<file path="config.mk">
export PLATFORM = sky130hd
export DESIGN_NAME = falling_block_gen
export DESIGN_NICKNAME = d
export VERILOG_FILES = /design/src/rtl/falling_block_gen.sv
export SDC_FILE = /design/constraint.sdc
export NUM_CORES = 1
export LEC_CHECK = 0
export BUFFER_PORTS_ARGS = -buffer_cell sky130_fd_sc_hd__buf_2
export CORE_AREA = 2 2 94 87
export DETAILED_ROUTE_END_ITERATION = 7
export DIE_AREA = 0 0 96 89
export PLACE_DENSITY = 0.72
export SLEW_MARGIN = 20
export SYNTH_ARGS = -nofsm -noshare
export SYNTH_HDL_FRONTEND = slang
export SYNTH_SLANG_ARGS = --single-unit
</file>
<file path="constraint.sdc">
create_clock -name clk -period 2.9 [get_ports clk]
set_input_delay 0.435 -clock clk [delete_from_list [all_inputs] [get_ports clk]]
set_output_delay 0.435 -clock clk [all_outputs]
set_load 0.05 [all_outputs]
</file>
<file path="src/rtl/falling_block_gen.sv">
// Falling-block generator: spawns a block at a pseudo-random column and color,
// lowers it at a fixed rate, and retires it on collision or at the floor.
module falling_block_gen #(
  parameter int          TICK_DIV      = 250000,
  parameter int          FALL_STEP     = 2,
  parameter int          SPAWN_Y       = 0,
  parameter int          FLOOR_Y       = 480,
  parameter int          X_MIN         = 0,
  parameter int          X_MAX         = 490,
  parameter int          RESPAWN_DELAY = 25000000,
  parameter logic [15:0] LFSR_SEED     = 16'hACE1,
  parameter logic [9:0]  PARK          = 10'h3FF
) (
  input  logic       clk,
  input  logic       rst,
  input  logic       enable,
  input  logic       collision,
  output logic [9:0] fall_x,
  output logic [9:0] fall_y,
  output logic [1:0] fall_color,
  output logic       active,
  output logic       spawned,
  output logic       caught,
  output logic       missed
);

  localparam int TW = (TICK_DIV > 1) ? $clog2(TICK_DIV) : 1;
  localparam int WW = (RESPAWN_DELAY > 0) ? $clog2(RESPAWN_DELAY + 1) : 1;

  typedef enum logic {WAIT, FALL} state_t;

  state_t         state_q, state_d;
  logic [WW-1:0]  wait_cnt_q, wait_cnt_d;
  logic [TW-1:0]  tick_q, tick_d;
  logic [15:0]    lfsr_q, lfsr_d;
  logic [9:0]     x_q, x_d;
  logic [9:0]     y_q, y_d;
  logic [1:0]     color_q, color_d;
  logic           active_q, active_d;
  logic           spawned_q, spawned_d;
  logic           caught_q, caught_d;
  logic           missed_q, missed_d;

  logic [10:0]    raw_x;
  logic [9:0]     spawn_x;
  logic [1:0]     spawn_color;
  logic [10:0]    y_next;
  logic [15:0]    lfsr_adv;
  logic           retire;

  // Column folds back by one span when the 9-bit draw overshoots X_MAX.
  assign raw_x       = 11'(X_MIN) + {2'b00, lfsr_q[8:0]};
  assign spawn_x     = (raw_x > 11'(X_MAX)) ? (raw_x[9:0] - 10'(X_MAX - X_MIN + 1)) : raw_x[9:0];
  assign spawn_color = (lfsr_q[11:10] == 2'd0) ? 2'd1 : lfsr_q[11:10];
  assign y_next      = {1'b0, y_q} + 11'(FALL_STEP);
  assign lfsr_adv    = lfsr_q[0] ? ((lfsr_q >> 1) ^ 16'hB400) : (lfsr_q >> 1);

  always_comb begin
    state_d    = state_q;
    wait_cnt_d = wait_cnt_q;
    tick_d     = tick_q;
    lfsr_d     = enable ? lfsr_adv : lfsr_q;
    x_d        = x_q;
    y_d        = y_q;
    color_d    = color_q;
    active_d   = active_q;
    spawned_d  = 1'b0;
    caught_d   = 1'b0;
    missed_d   = 1'b0;
    retire     = 1'b0;

    case (state_q)
      WAIT: begin
        if (enable) begin
          if (wait_cnt_q != '0) begin
            wait_cnt_d = wait_cnt_q - WW'(1);
          end else begin
            x_d       = spawn_x;
            y_d       = 10'(SPAWN_Y);
            color_d   = spawn_color;
            tick_d    = '0;
            active_d  = 1'b1;
            spawned_d = 1'b1;
            state_d   = FALL;
          end
        end
      end
      FALL: begin
        // Collision wins over both pause and the floor step.
        if (collision) begin
          retire   = 1'b1;
          caught_d = 1'b1;
        end else if (enable) begin
          if (tick_q == TW'(TICK_DIV - 1)) begin
            tick_d = '0;
            if (y_next >= 11'(FLOOR_Y)) begin
              retire   = 1'b1;
              missed_d = 1'b1;
            end else begin
              y_d = y_next[9:0];
            end
          end else begin
            tick_d = tick_q + TW'(1);
          end
        end
      end
      default: state_d = WAIT;
    endcase

    if (retire) begin
      x_d        = PARK;
      y_d        = PARK;
      color_d    = 2'd0;
      active_d   = 1'b0;
      wait_cnt_d = WW'(RESPAWN_DELAY);
      state_d    = WAIT;
    end
  end

  always_ff @(posedge clk) begin
    if (rst) begin
      state_q    <= WAIT;
      wait_cnt_q <= WW'(RESPAWN_DELAY);
      tick_q     <= '0;
      lfsr_q     <= LFSR_SEED;
      x_q        <= PARK;
      y_q        <= PARK;
      color_q    <= 2'd0;
      active_q   <= 1'b0;
      spawned_q  <= 1'b0;
      caught_q   <= 1'b0;
      missed_q   <= 1'b0;
    end else begin
      state_q    <= state_d;
      wait_cnt_q <= wait_cnt_d;
      tick_q     <= tick_d;
      lfsr_q     <= lfsr_d;
      x_q        <= x_d;
      y_q        <= y_d;
      color_q    <= color_d;
      active_q   <= active_d;
      spawned_q  <= spawned_d;
      caught_q   <= caught_d;
      missed_q   <= missed_d;
    end
  end

  assign fall_x     = x_q;
  assign fall_y     = y_q;
  assign fall_color = color_q;
  assign active     = active_q;
  assign spawned    = spawned_q;
  assign caught     = caught_q;
  assign missed     = missed_q;

endmodule

</file>
==> metrics.txt <==
status=finished, final reports clean; GRT Overall Usage=20.4%; count of instances resized after the clock tree is built=0; Rel. slew slack=around 48%; core region area=about 0.0075 mm2; global-route wire length before repair=~14000 um; vias after detailed routing=3163; period utilisation layout=83.3%; clock buffer depth=2; Placer Congestion=just over 0.8; Final setup viols=0; FFs w/ async S/R, synth=0%; Critical Path Start Type=flip-flop; Post-Layout Inst Area=~0.0044 mm2; top cell types by occurrence after synthesis=86 x sky130_fd_sc_hd__dfxtp_1, 60 x sky130_fd_sc_hd__nor2_1, 49 x sky130_fd_sc_hd__nand2_1; via count of the first global-routing pass=between 2000 and 3000; Worst VDD drop=0.266 mV; hold_buf cts=0; number of warnings reported in the yosys synthesis log=0; Die Width=96 um; maximum number of pins on one net before global-route repair=27; total I/O pin count=30; vias per std cell=between 5 and 6; fraction of layout instances using a drive strength above 1=14.1%; total overflow reported by the global router=0; register area=0.00172 mm2; Routed Antenna Nets=0; detailed placer's ending HPWL=5560 um; total routed wirelength=8080 um; Starting Density=53.7%; setup repair after global routing missed its margin=false; Die Y-Extent=a little under 90 um; CP endpoint kind=flip-flop; cell area after synthesis=0.00401 mm2; drc violations=0; Crit Reg-Reg Startpoint=fall_y[1]; Bufs and invs on worst path=0; number of storage elements in the synthesis netlist=86; final hold violation count=0; Worst Min Path Start=collision; number of diodes=0; net count of the finished layout=~480; Max FO, Critical Path=8; antenna violations before repair=0; post-layout minimum cycle time=between 2000 and 2500 ps; TritonCTS buffer count=9; floorplan row count=30; sequence of cells on the critical path=ha_1 -> nand3_1 -> o41ai_1 -> a31o_1 -> nand3_1 -> o211ai_1 -> o311ai_0; leading cell types by total area after synthesis=sky130_fd_sc_hd__dfxtp_1 43%, sky130_fd_sc_hd__nor2_1 5.6%, sky130_fd_sc_hd__xor2_1 4.8%, sky130_fd_sc_hd__nand2_1 4.6%, sky130_fd_sc_hd__xnor2_1 4.6%; Final Slew Violations=0; DP Area=0.00421 mm2; number of fillers in the final layout=695; nets in the synthesized netlist=451; area taken by multi-input logic gates=0.00213 mm2; Clock Root Buffer=sky130_fd_sc_hd__clkbuf_8; category of cells accounting for the largest share of critical-path delay=compound AO/OA/AOI/OAI gates; full die area=0.00854 mm2; Starting DRT DRC Count=around 110; cells after synthesis=around 440; setup TNS after final layout=0 ps; cell taking the most area after synthesis=sky130_fd_sc_hd__dfxtp_1; number of sinks on the clock net=between 80 and 90; Setup Crit Path Kind=flip-flop to flip-flop; clock tree from TritonCTS=yes; slew at the pin closest to its max-slew limit=776 ps; fraction of post-synthesis cell area in the top cell type by area=about 43%; count leader, synth=sky130_fd_sc_hd__dfxtp_1; Critical Path Source=fall_y[1]; static leakage=1.65 nW; final worst clock skew=9.12 ps; worst min-delay path category=input port to flip-flop; longest individual stage delay on the worst path=450 ps; clk_lat worst skew=about 340 ps; # Max-Cap Violations=0; highest attainable clock frequency=between 400 and 500 MHz; power density of the placed cells=496 mW/mm2; htree depth=3; count of unique library cells instantiated by Yosys=62; First-pass DRT Iterations=4; prevailing post-synth register cell=sky130_fd_sc_hd__dfxtp_1; setup bufs post-CTS=0; fraction of the yosys area taken by sequential cells=42.9%; Port-buffer cells=29; critical path data required time=a little over 3000 ps; slowest CP cell=sky130_fd_sc_hd__dfxtp_1; data arrival time at the worst-slack endpoint=2620 ps; most used cell along the critical path=sky130_fd_sc_hd__nand3_1; syn_area_per_cell=approximately 9.1 um2; per-cell routed wire length=14.2 um; clock transition at the registers of the reported paths=80 ps; Post-synth EDFFs=0; area overhead of the layout relative to synthesis=9.55%
## metal layers
layer	part of all wire, %	global-route usage (%)
met3	3.8	4.22
met1	51	28.5
met5	0	0
met2	44	31.9
met4	0.99	6.10
## worst paths after layout
path	endpoint	slack [ps]	cells after the start
min reg2reg	fall_y[0]	450	2
max	fall_y[4]	490	7
min	caught	400	2
max reg2reg	fall_y[4]	490	7
## cell type report
type,instances,area share [%]
Inverter,13,1.11
Tap cell,96,2.73
Timing Repair Buffer,34,4.16
Sequential cell,86,39.2
Clock buffer,13,3.85
Clock inverter,3,0.399
Multi-Input combinational cell,325,48.6
## cells by family after synthesis
logic type	after synthesis	share of synthesized area (%)
fa+ha+maj	5	1.56
flops	86	42.9
mux	13	3.24
xor+xnor	43	9.39
buf+inv	31	3.87
simple gates	196	26.0
compound gates	68	13.0
## cell usage in the layout, fill, tap and decap left out, types with 6 or more instances in the layout
cell type	instances
sky130_fd_sc_hd__a21o_1	8
sky130_fd_sc_hd__a21oi_1	11
sky130_fd_sc_hd__buf_2	29
sky130_fd_sc_hd__clkbuf_8	12
sky130_fd_sc_hd__dfxtp_1	86
sky130_fd_sc_hd__inv_1	12
sky130_fd_sc_hd__mux2i_1	13
sky130_fd_sc_hd__nand2_1	49
sky130_fd_sc_hd__nand3_1	17
sky130_fd_sc_hd__nand4_1	12
sky130_fd_sc_hd__nor2_1	60
sky130_fd_sc_hd__nor3_1	11
sky130_fd_sc_hd__o211ai_1	11
sky130_fd_sc_hd__o21ai_0	6
sky130_fd_sc_hd__xnor2_1	21
sky130_fd_sc_hd__xor2_1	22
## stage by stage
step                cells  hold slack (ps)  total power, mW  worst slack (ps)  utilization, %
floorplan             442              441             1.39               487               -
global placement      554              435             1.42               549            56.3
detailed placement    554              443             1.42               506            56.3
CTS                   570              393             2.21               497            58.8
global route          570              427             2.27               194            58.8
finish                570              404             2.18               485            58.8
## registers in the layout, summed over array words and instances (netlist names)
signal,cells
active,1
caught,1
fall_color,2
fall_x,10
fall_y,10
lfsr_q,16
missed,1
spawned,1
state_q,1
tick_q,18
wait_cnt_q,25
## power by group
group,total [mW],internal (mW),switching (mW)
registers,1.25,1.21,0.0361
clock network,0.781,0.380,0.402
logic,0.149,0.0636,0.0855
total,2.18,1.66,0.523
Power figures use the tool's default switching activity.
